[src/rtl/buffer_access_arbiter.sv]
// Byte-access arbiter for the single-port 64-byte USB data buffer.
// Owns the ring pointers and occupancy, and steers the single SRAM port to AHB or USB.
module buffer_access_arbiter #(
  parameter int DEPTH    = 64,
  parameter int ADDR_W   = 6,
  parameter int OCC_W    = 7,
  parameter int LOCK_MAX = 4
) (
  input  logic              clk,
  input  logic              rst,
  input  logic              clear,
  input  logic              ahb_req,
  input  logic              ahb_wr,
  input  logic [7:0]        ahb_wdata,
  input  logic              ahb_lock,
  input  logic              usb_req,
  input  logic              usb_wr,
  input  logic [7:0]        usb_wdata,
  input  logic [7:0]        mem_rdata,
  output logic              ahb_grant,
  output logic              usb_grant,
  output logic              ahb_rvalid,
  output logic              usb_rvalid,
  output logic [7:0]        rdata,
  output logic              mem_we,
  output logic              mem_re,
  output logic [ADDR_W-1:0] mem_addr,
  output logic [7:0]        mem_wdata,
  output logic [OCC_W-1:0]  buffer_occupancy,
  output logic              overflow_err,
  output logic              underflow_err
);
  localparam int LCNT_W = $clog2(LOCK_MAX + 1);

  logic [ADDR_W-1:0] wptr, rptr;
  logic [OCC_W-1:0]  occ;
  logic [LCNT_W-1:0] lock_cnt, lock_nxt;
  logic              prio_usb, prio_nxt;
  logic              rv_ahb, rv_usb, rv_zero;

  logic       win_ahb, win_usb, win_any, win_wr;
  logic [7:0] win_data;
  logic       full, empty, do_wr, do_rd;

  assign full  = (occ == OCC_W'(DEPTH));
  assign empty = (occ == '0);

  always_comb begin
    win_ahb  = 1'b0;
    win_usb  = 1'b0;
    lock_nxt = lock_cnt;
    prio_nxt = prio_usb;
    if (!rst && !clear) begin
      if (ahb_req && usb_req) begin
        if (ahb_lock) begin
          // burst lock lets AHB keep the port, but only LOCK_MAX times in a row
          if (lock_cnt < LCNT_W'(LOCK_MAX)) begin
            win_ahb  = 1'b1;
            lock_nxt = lock_cnt + 1'b1;
          end else begin
            win_usb  = 1'b1;
            lock_nxt = '0;
          end
        end else begin
          win_usb  = prio_usb;
          win_ahb  = !prio_usb;
          prio_nxt = !prio_usb;
        end
      end else begin
        win_ahb = ahb_req;
        win_usb = usb_req;
      end
      if (!ahb_lock || !usb_req) lock_nxt = '0;
    end
  end

  assign win_any  = win_ahb | win_usb;
  assign win_wr   = win_usb ? usb_wr : ahb_wr;
  assign win_data = win_usb ? usb_wdata : ahb_wdata;
  assign do_wr    = win_any & win_wr & !full;
  assign do_rd    = win_any & !win_wr & !empty;

  assign ahb_grant     = win_ahb;
  assign usb_grant     = win_usb;
  assign mem_we        = do_wr;
  assign mem_re        = do_rd;
  assign mem_addr      = do_rd ? rptr : (do_wr ? wptr : '0);
  assign mem_wdata     = do_wr ? win_data : 8'h00;
  assign overflow_err  = win_any & win_wr & full;
  assign underflow_err = win_any & !win_wr & empty;

  assign ahb_rvalid       = rv_ahb;
  assign usb_rvalid       = rv_usb;
  assign rdata            = ((rv_ahb | rv_usb) && !rv_zero) ? mem_rdata : 8'h00;
  assign buffer_occupancy = occ;

  always_ff @(posedge clk) begin
    if (rst) begin
      wptr     <= '0;
      rptr     <= '0;
      occ      <= '0;
      lock_cnt <= '0;
      prio_usb <= 1'b0;
      rv_ahb   <= 1'b0;
      rv_usb   <= 1'b0;
      rv_zero  <= 1'b0;
    end else begin
      rv_ahb  <= win_ahb & !win_wr;
      rv_usb  <= win_usb & !win_wr;
      // an underflowed read still returns a response, forced to zero
      rv_zero <= win_any & !win_wr & empty;
      prio_usb <= prio_nxt;
      if (clear) begin
        wptr     <= '0;
        rptr     <= '0;
        occ      <= '0;
        lock_cnt <= '0;
      end else begin
        lock_cnt <= lock_nxt;
        if (do_wr) begin
          wptr <= wptr + 1'b1;
          occ  <= occ + 1'b1;
        end
        if (do_rd) begin
          rptr <= rptr + 1'b1;
          occ  <= occ - 1'b1;
        end
      end
    end
  end
endmodule
[config.mk]
export PLATFORM = sky130hd
export DESIGN_NAME = buffer_access_arbiter
export DESIGN_NICKNAME = d
export VERILOG_FILES = /design/src/rtl/buffer_access_arbiter.sv
export SDC_FILE = /design/constraint.sdc
export NUM_CORES = 1
export LEC_CHECK = 0
export BUFFER_PORTS_ARGS = -buffer_cell sky130_fd_sc_hd__buf_2
export CAP_MARGIN = 10
export CORE_AREA = 4 4 62 64
export DETAILED_ROUTE_END_ITERATION = 10
export DIE_AREA = 0 0 66 68
export PLACE_DENSITY_LB_ADDON = 0.1
export RECOVER_POWER = 25
export SLEW_MARGIN = 40
export SYNTH_ARGS = -nofsm -noshare
export SYNTH_HDL_FRONTEND = slang
export SYNTH_SLANG_ARGS = --single-unit
[constraint.sdc]
create_clock -name clk -period 4.6 [get_ports clk]
set_clock_uncertainty 0.15 [all_clocks]
set_input_delay 0.92 -clock clk [delete_from_list [all_inputs] [get_ports clk]]
set_output_delay 0.92 -clock clk [all_outputs]
set_load 0.01 [all_outputs]
==> results.yml, run 1 <==
floorplanning:
  die_w_um: 66
  die-area_sq_mm: 0.00449
  die_h_um: 68
  num_rows: 21
  num_io_pins: 69
  initial_core_util_pct: 50.9
  core-area_sq_mm: 0.00328
pwr:
  swShare_pct: 26.4
  p_leak_uw: 0.000900
  clock_power_share_pct: 28.7
  switchingPower_uw: 109
  seqPwrFrac_pct: 55.9
  internal-power_uw: 304
  vdd_ir_drop_max_mv: 0.133
  p_comb_share_pct: 15.4
  power_uw: 413
  p_per_area_mw_per_mm2: 201
synthesis:
  synthTopCellsByCount: "34 x nand2_1, 26 x dfxtp_1, 23 x nor2_1, 15 x a21oi_1, 10 x mux2i_1"
  syn_area_sq_mm: 0.00167
  syn_avg_cell_area_sq_um: 7.85
  synth_flop_cell: "dfxtp_1"
  synth.net_count: 249
  synth-async-reset-ratio_pct: 0
  ys_types: 51
  seq_area_frac_synth_pct: 31.1
  synth_top_area_share_pct: 31.1
  synth_area_leaders: "dfxtp_1 31%, nand2_1 7.6%, mux2i_1 6.0%, nor2_1 5.2%, a21oi_1 4.5%"
  synthCells: 213
  yosysMostFrequentCell: "nand2_1"
  synth_seq_cells: 26
  synth_top_area_cell: "dfxtp_1"
  synth-edff-count: 0
  synth.yosys.warnings: 0
status:
  status: "finished clean"
finish:
  n_antenna_cell: 0
  syn_to_final_growth_pct: 23.4
  final_layout_size_suffix_gt1_share_pct: 26.6
  nets: 315
critical_path:
  path_cells: "clkbuf_1 -> nor3b_1 -> o21ai_0 -> a21o_1 -> inv_2 -> a22o_1 -> buf_2"
  r2r_start: "buffer_occupancy[1]$_SDFFE_PP0P_"
  crit_start: "ahb_req"
  critPathKind: "input port to output port"
  startpoint_type: "input port"
  arrival_ns: 2.86
  crit_fanout: 13
  crit_required_ns: 3.53
  cpPeakStageDelay_ns: 0.67
  crit_path_end_kind: "output port"
  critPathSlowestCell: "o21ai_0"
place:
  gp_congestion: 0.763
  port_buffers: 68
  dp_hpwl_um: 3340
clock_tree:
  clock-sinks: 26
  cts_tree: "done"
  insertion_delay_ns: 0.33
  clk_pin_slew_ns: 0.14
  cts_buffers: 3
  clock-root-buffer: "clkbuf_4"
  cts.repair.resized: 0
  cts.path.max_buffers: 2
  cts-hold-fix-buffers: 0
  cts_max_level: 1
  post_cts_buffers: 0
timing:
  timing.fmax_mhz: 254
  setup_viol: 0
  worst_pin_slew_ns: 0.837
  period_needed_ns: 3.93
  grt_setup_unrepaired: "no"
  slew_violations: 0
  period_share_pct: 85.5
  finalSetupTns_ns: 0
  final_hold_viol_count: 0
  slew_headroom_pct: 43.6
route:
  avgViaCountPerCell: 5.30
  drc: 0
  first_pass_iters: 4
  drt_wl_total_um: 4380
  wl_per_cell_um: 13.5
  drt_iter0_drc: 62
  antenna_left: 0
  num_vias: 1716
global_route:
  antenna_found_initial: 0
  grt_pass1_vias: 1492
  grt_usage_pct: 19.1
  grt_pass1_wl_um: 6780
  grt-ovfl-total: 0
  grt_max_degree: 19
run:
  drv_cap: 0
worst_hold_path:
  hold_start: "wptr[4]$_SDFFE_PP0P_"
  min_path_type: "flop to flop"
## final cells by class
type / count / area, sq um
clock buffers: 4 / 36.3
multi-input cells: 168 / 1060
fillers: 331 / 1220
repair buffers: 72 / 353
well taps: 46 / 57.6
inverters: 8 / 32.5
flip-flops and latches: 26 / 520
## critical path, delay by kind of cell
kind	cells	cell delay, ns
and+or+nand+nor	1	0.18
AOI/OAI and AO/OA	3	1.28
buffers and inverters	3	0.48
## cell usage in the layout (no fill, tap or decap), types with 3 or more instances in the layout
master,count
buf_4,3
o21ai_1,3
nor3b_1,3
nand3_1,5
xnor2_1,7
nand2_1,34
a211oi_1,4
a22o_1,4
mux2i_1,10
clkbuf_4,3
a21oi_1,15
clkbuf_1,12
buf_2,57
and2_1,9
inv_1,5
or3_1,3
nor2b_1,3
nand4_1,4
nor2_1,23
dfxtp_1,26
ha_1,4
o21ai_0,5
## stage by stage
stage          worst slack, ns  hold WS (ns)  util (%)  area, sq um  std cells
3_3_place_gp             0.874         0.321      62.2         2040        320
4_1_cts                  0.843         0.360      63.3         2080        324
6_report                 0.666         0.355      62.8         2060        324
2_1_floorplan            0.990         0.300         -         1670        213
3_5_place_dp             0.847         0.337      62.2         2040        320
5_1_grt                  0.432         0.374      62.8         2060        324
## layer usage
layer / vias up / routed length, um / track usage (%)
met4: 0 / 71 / 6.60
li1: 883 / - / -
met3: 9 / 174 / 3.28
met1: 783 / 1910 / 24.0
met2: 41 / 2230 / 32.9
met5: - / 0 / 0
## flip-flops by register name, summed over array words and instances, names as in the netlist
register,cells
ahb_rvalid,1
buffer_occupancy,7
lock_cnt,3
prio_usb,1
rptr,6
rv_zero,1
usb_rvalid,1
wptr,6
## logic make-up (layout without fill, tap and decap cells)
family,count (synthesis),count (layout),synth area share [%]
AO/OA/AOI/OAI,49,49,20.6
AND/OR/NAND/NOR,98,98,30.3
multiplexers,10,10,5.99
XOR/XNOR,7,7,3.67
flip-flops,26,26,31.1
adder cells (fa/ha/maj),4,4,2.99
buffers and inverters,19,84,5.31
## power groups by stage
stage	clock [uW]	sequential [uW]	combinational, uW
after floorplan	0	235	36.7
after global placement	0	236	63.9
after detailed placement	0	236	64.6
after CTS	122	231	64.7
after global routing	129	232	70.9
final	119	231	63.8
## path summary, 6_finish.rpt
kind	slack, ns	cells after the start	end
worst max register to register	1.48	9	buffer_occupancy[4]$_SDFFE_PP0P_
worst min register to register	0.36	1	wptr[4]$_SDFFE_PP0P_
worst min-delay path	0.36	1	wptr[4]$_SDFFE_PP0P_
worst max-delay path	0.67	7	mem_addr[4]
(Power assumes the default switching activity.)
==> run 2: changes to the inputs <==
--- a/config.mk
+++ b/config.mk
@@ -12,6 +12,7 @@
 export DIE_AREA = 0 0 66 68
 export PLACE_DENSITY_LB_ADDON = 0.1
 export RECOVER_POWER = 25
+export REMOVE_ABC_BUFFERS = 1
 export SLEW_MARGIN = 40
 export SYNTH_ARGS = -nofsm -noshare
 export SYNTH_HDL_FRONTEND = slang
==> run 2 against run 1 <==
- clock power grew 33%
- utilization grew 0.27 points
- power grew 9.4%
- critical endpoint is now mem_addr[1]
- sequential power is essentially flat
- critical path depth is the same
- global-route usage shrank 0.25 points
==> results.yml, run 2 (synthesized netlist as in run 1, its figures left out) <==
finish:
  final_layout_size_suffix_gt1_share_pct: 26.4
  final_cell_mix: "57 x buf_2, 34 x nand2_1, 26 x dfxtp_1, 23 x nor2_1, 15 x a21oi_1"
  final_common_cell: "buf_2"
  largest_reg_flops: 7
  syn_to_final_growth_pct: 23.9
  n_antenna_cell: 0
  nets: 314
  fin_cells: 323
clock_tree:
  cts_buffers: 3
  post_cts_buffers: 0
  clock-sinks: 26
  cts_tree: "done"
  insertion_delay_ns: 0.32
  clk_pin_slew_ns: 0.13
  cts.path.max_buffers: 2
  clock-root-buffer: "clkbuf_4"
  cts_max_level: 1
  cts-hold-fix-buffers: 0
  cts.repair.resized: 0
worst_hold_path:
  min_path_type: "flop to flop"
route:
  drc: 0
  num_vias: 1686
  wl_per_cell_um: 13.3
  drt_iter0_drc: 26
  antenna_left: 0
  drt_wl_total_um: 4310
  avgViaCountPerCell: 5.22
  first_pass_iters: 4
pwr:
  swShare_pct: 24.0
  internal-power_uw: 344
  p_per_area_mw_per_mm2: 218
  vdd_ir_drop_max_mv: 0.177
  switchingPower_uw: 109
  seqPwrFrac_pct: 51.1
  p_leak_uw: 0.000902
  clock_power_share_pct: 34.9
  p_comb_share_pct: 14.0
critical_path:
  worstRegToRegCells: 9
  critPathSlowestCell: "mux2i_1"
  reg2reg_to: "buffer_occupancy[4]$_SDFFE_PP0P_"
  startpoint_type: "input port"
  crit_path_end_kind: "output port"
  r2r_start: "buffer_occupancy[1]$_SDFFE_PP0P_"
  crit_start: "ahb_lock"
  path_cells: "buf_2 -> mux2i_1 -> mux2i_1 -> a21o_1 -> inv_2 -> a22o_1 -> buf_2"
  r2r_slack_ns: 1.53
  cpPeakStageDelay_ns: 0.59
  crit_fanout: 13
  crit_end: "mem_addr[1]"
  critPathKind: "input port to output port"
  crit_required_ns: 3.53
  arrival_ns: 2.93
timing:
  final_hold_viol_count: 0
  grt_setup_unrepaired: "no"
  setup_viol: 0
  slew_headroom_pct: 59.3
  period_needed_ns: 4.00
  period_share_pct: 87.0
  slew_violations: 0
  worst_pin_slew_ns: 0.594
  finalSetupTns_ns: 0
  setup_slack_ns: 0.599
  timing.fmax_mhz: 250
global_route:
  grt_pass1_wl_um: 6690
  grt_usage_pct: 18.8
  grt_max_degree: 19
  grt-ovfl-total: 0
  grt_pass1_vias: 1491
  antenna_found_initial: 0
status:
  status: "finished clean"
floorplanning:
  die_w_um: 66
  core-area_sq_mm: 0.00328
  die_h_um: 68
  die-area_sq_mm: 0.00449
  num_rows: 21
  initial_core_util_pct: 50.9
  num_io_pins: 69
run:
  drv_cap: 0
place:
  port_buffers: 68
  place_ws_ns: 0.587
  dp_hpwl_um: 3300
  gp_congestion: 0.840
  dp.cells: 319
## run 2: cell types whose count changed in the layout (fill, tap and decap cells not counted)
| cell | change |
|---|---|
| buf_4 | -1 |
| bufinv_16 | +1 |
| clkbuf_8 | -1 |
| o21ai_0 | -1 |
| o21ai_1 | +1 |
## run 2: power groups by stage
stage | logic [uW] | clock network (uW) | registers [uW]
after floorplan | 32.9 | 0 | 236
after global placement | 64.1 | 0 | 236
after detailed placement | 64.5 | 0 | 236
after CTS | 64.8 | 161 | 231
after global routing | 70.5 | 168 | 232
final | 63.4 | 158 | 231
## run 2: layer usage
layer | global-route usage [%] | up-vias | share of wire [%]
met5 | 0 | - | 0
met4 | 5.33 | 0 | 0.79
met3 | 4.11 | 4 | 8.8
met2 | 34.2 | 52 | 46
met1 | 22.3 | 745 | 44
li1 | - | 885 | -
## run 2: critical path, delay by kind of cell
kind                   cells  cell delay (ns)
multiplexers               2             0.99
AO/OA/AOI/OAI              2             0.61
buffers and inverters      3             0.42
## run 2: per-stage QoR
step | utilization, % | area (sq um) | power (uW) | hold slack [ns]
2_1_floorplan | - | 1620 | 269 | 0.300
5_1_grt | 63.0 | 2070 | 471 | 0.393
3_3_place_gp | 62.0 | 2040 | 300 | 0.325
6_report | 63.0 | 2070 | 452 | 0.370
3_5_place_dp | 62.0 | 2040 | 300 | 0.343
4_1_cts | 63.6 | 2090 | 457 | 0.365
## run 2: cell type report
cell class	instances	area [sq um]
Clock buffer	3	22.5
Multi-Input combinational cell	168	1060
Clock inverter	1	30.0
Inverter	8	32.5
Fill cell	306	1210
Tap cell	46	57.6
Timing Repair Buffer	71	345
Sequential cell	26	520
## run 2: worst min path at each step
stage                                           from                               end  slack, ns  cells after the start
floorplan                       wptr[4]$_SDFFE_PP0P_              wptr[4]$_SDFFE_PP0P_       0.30                      1
global placement                wptr[5]$_SDFFE_PP0P_              wptr[5]$_SDFFE_PP0P_       0.33                      2
detailed placement  buffer_occupancy[4]$_SDFFE_PP0P_  buffer_occupancy[4]$_SDFFE_PP0P_       0.34                      1
CTS                             wptr[5]$_SDFFE_PP0P_              wptr[5]$_SDFFE_PP0P_       0.37                      2
global route                    wptr[5]$_SDFFE_PP0P_              wptr[5]$_SDFFE_PP0P_       0.39                      2
finish                          wptr[1]$_SDFFE_PP0P_              wptr[1]$_SDFFE_PP0P_       0.37                      2
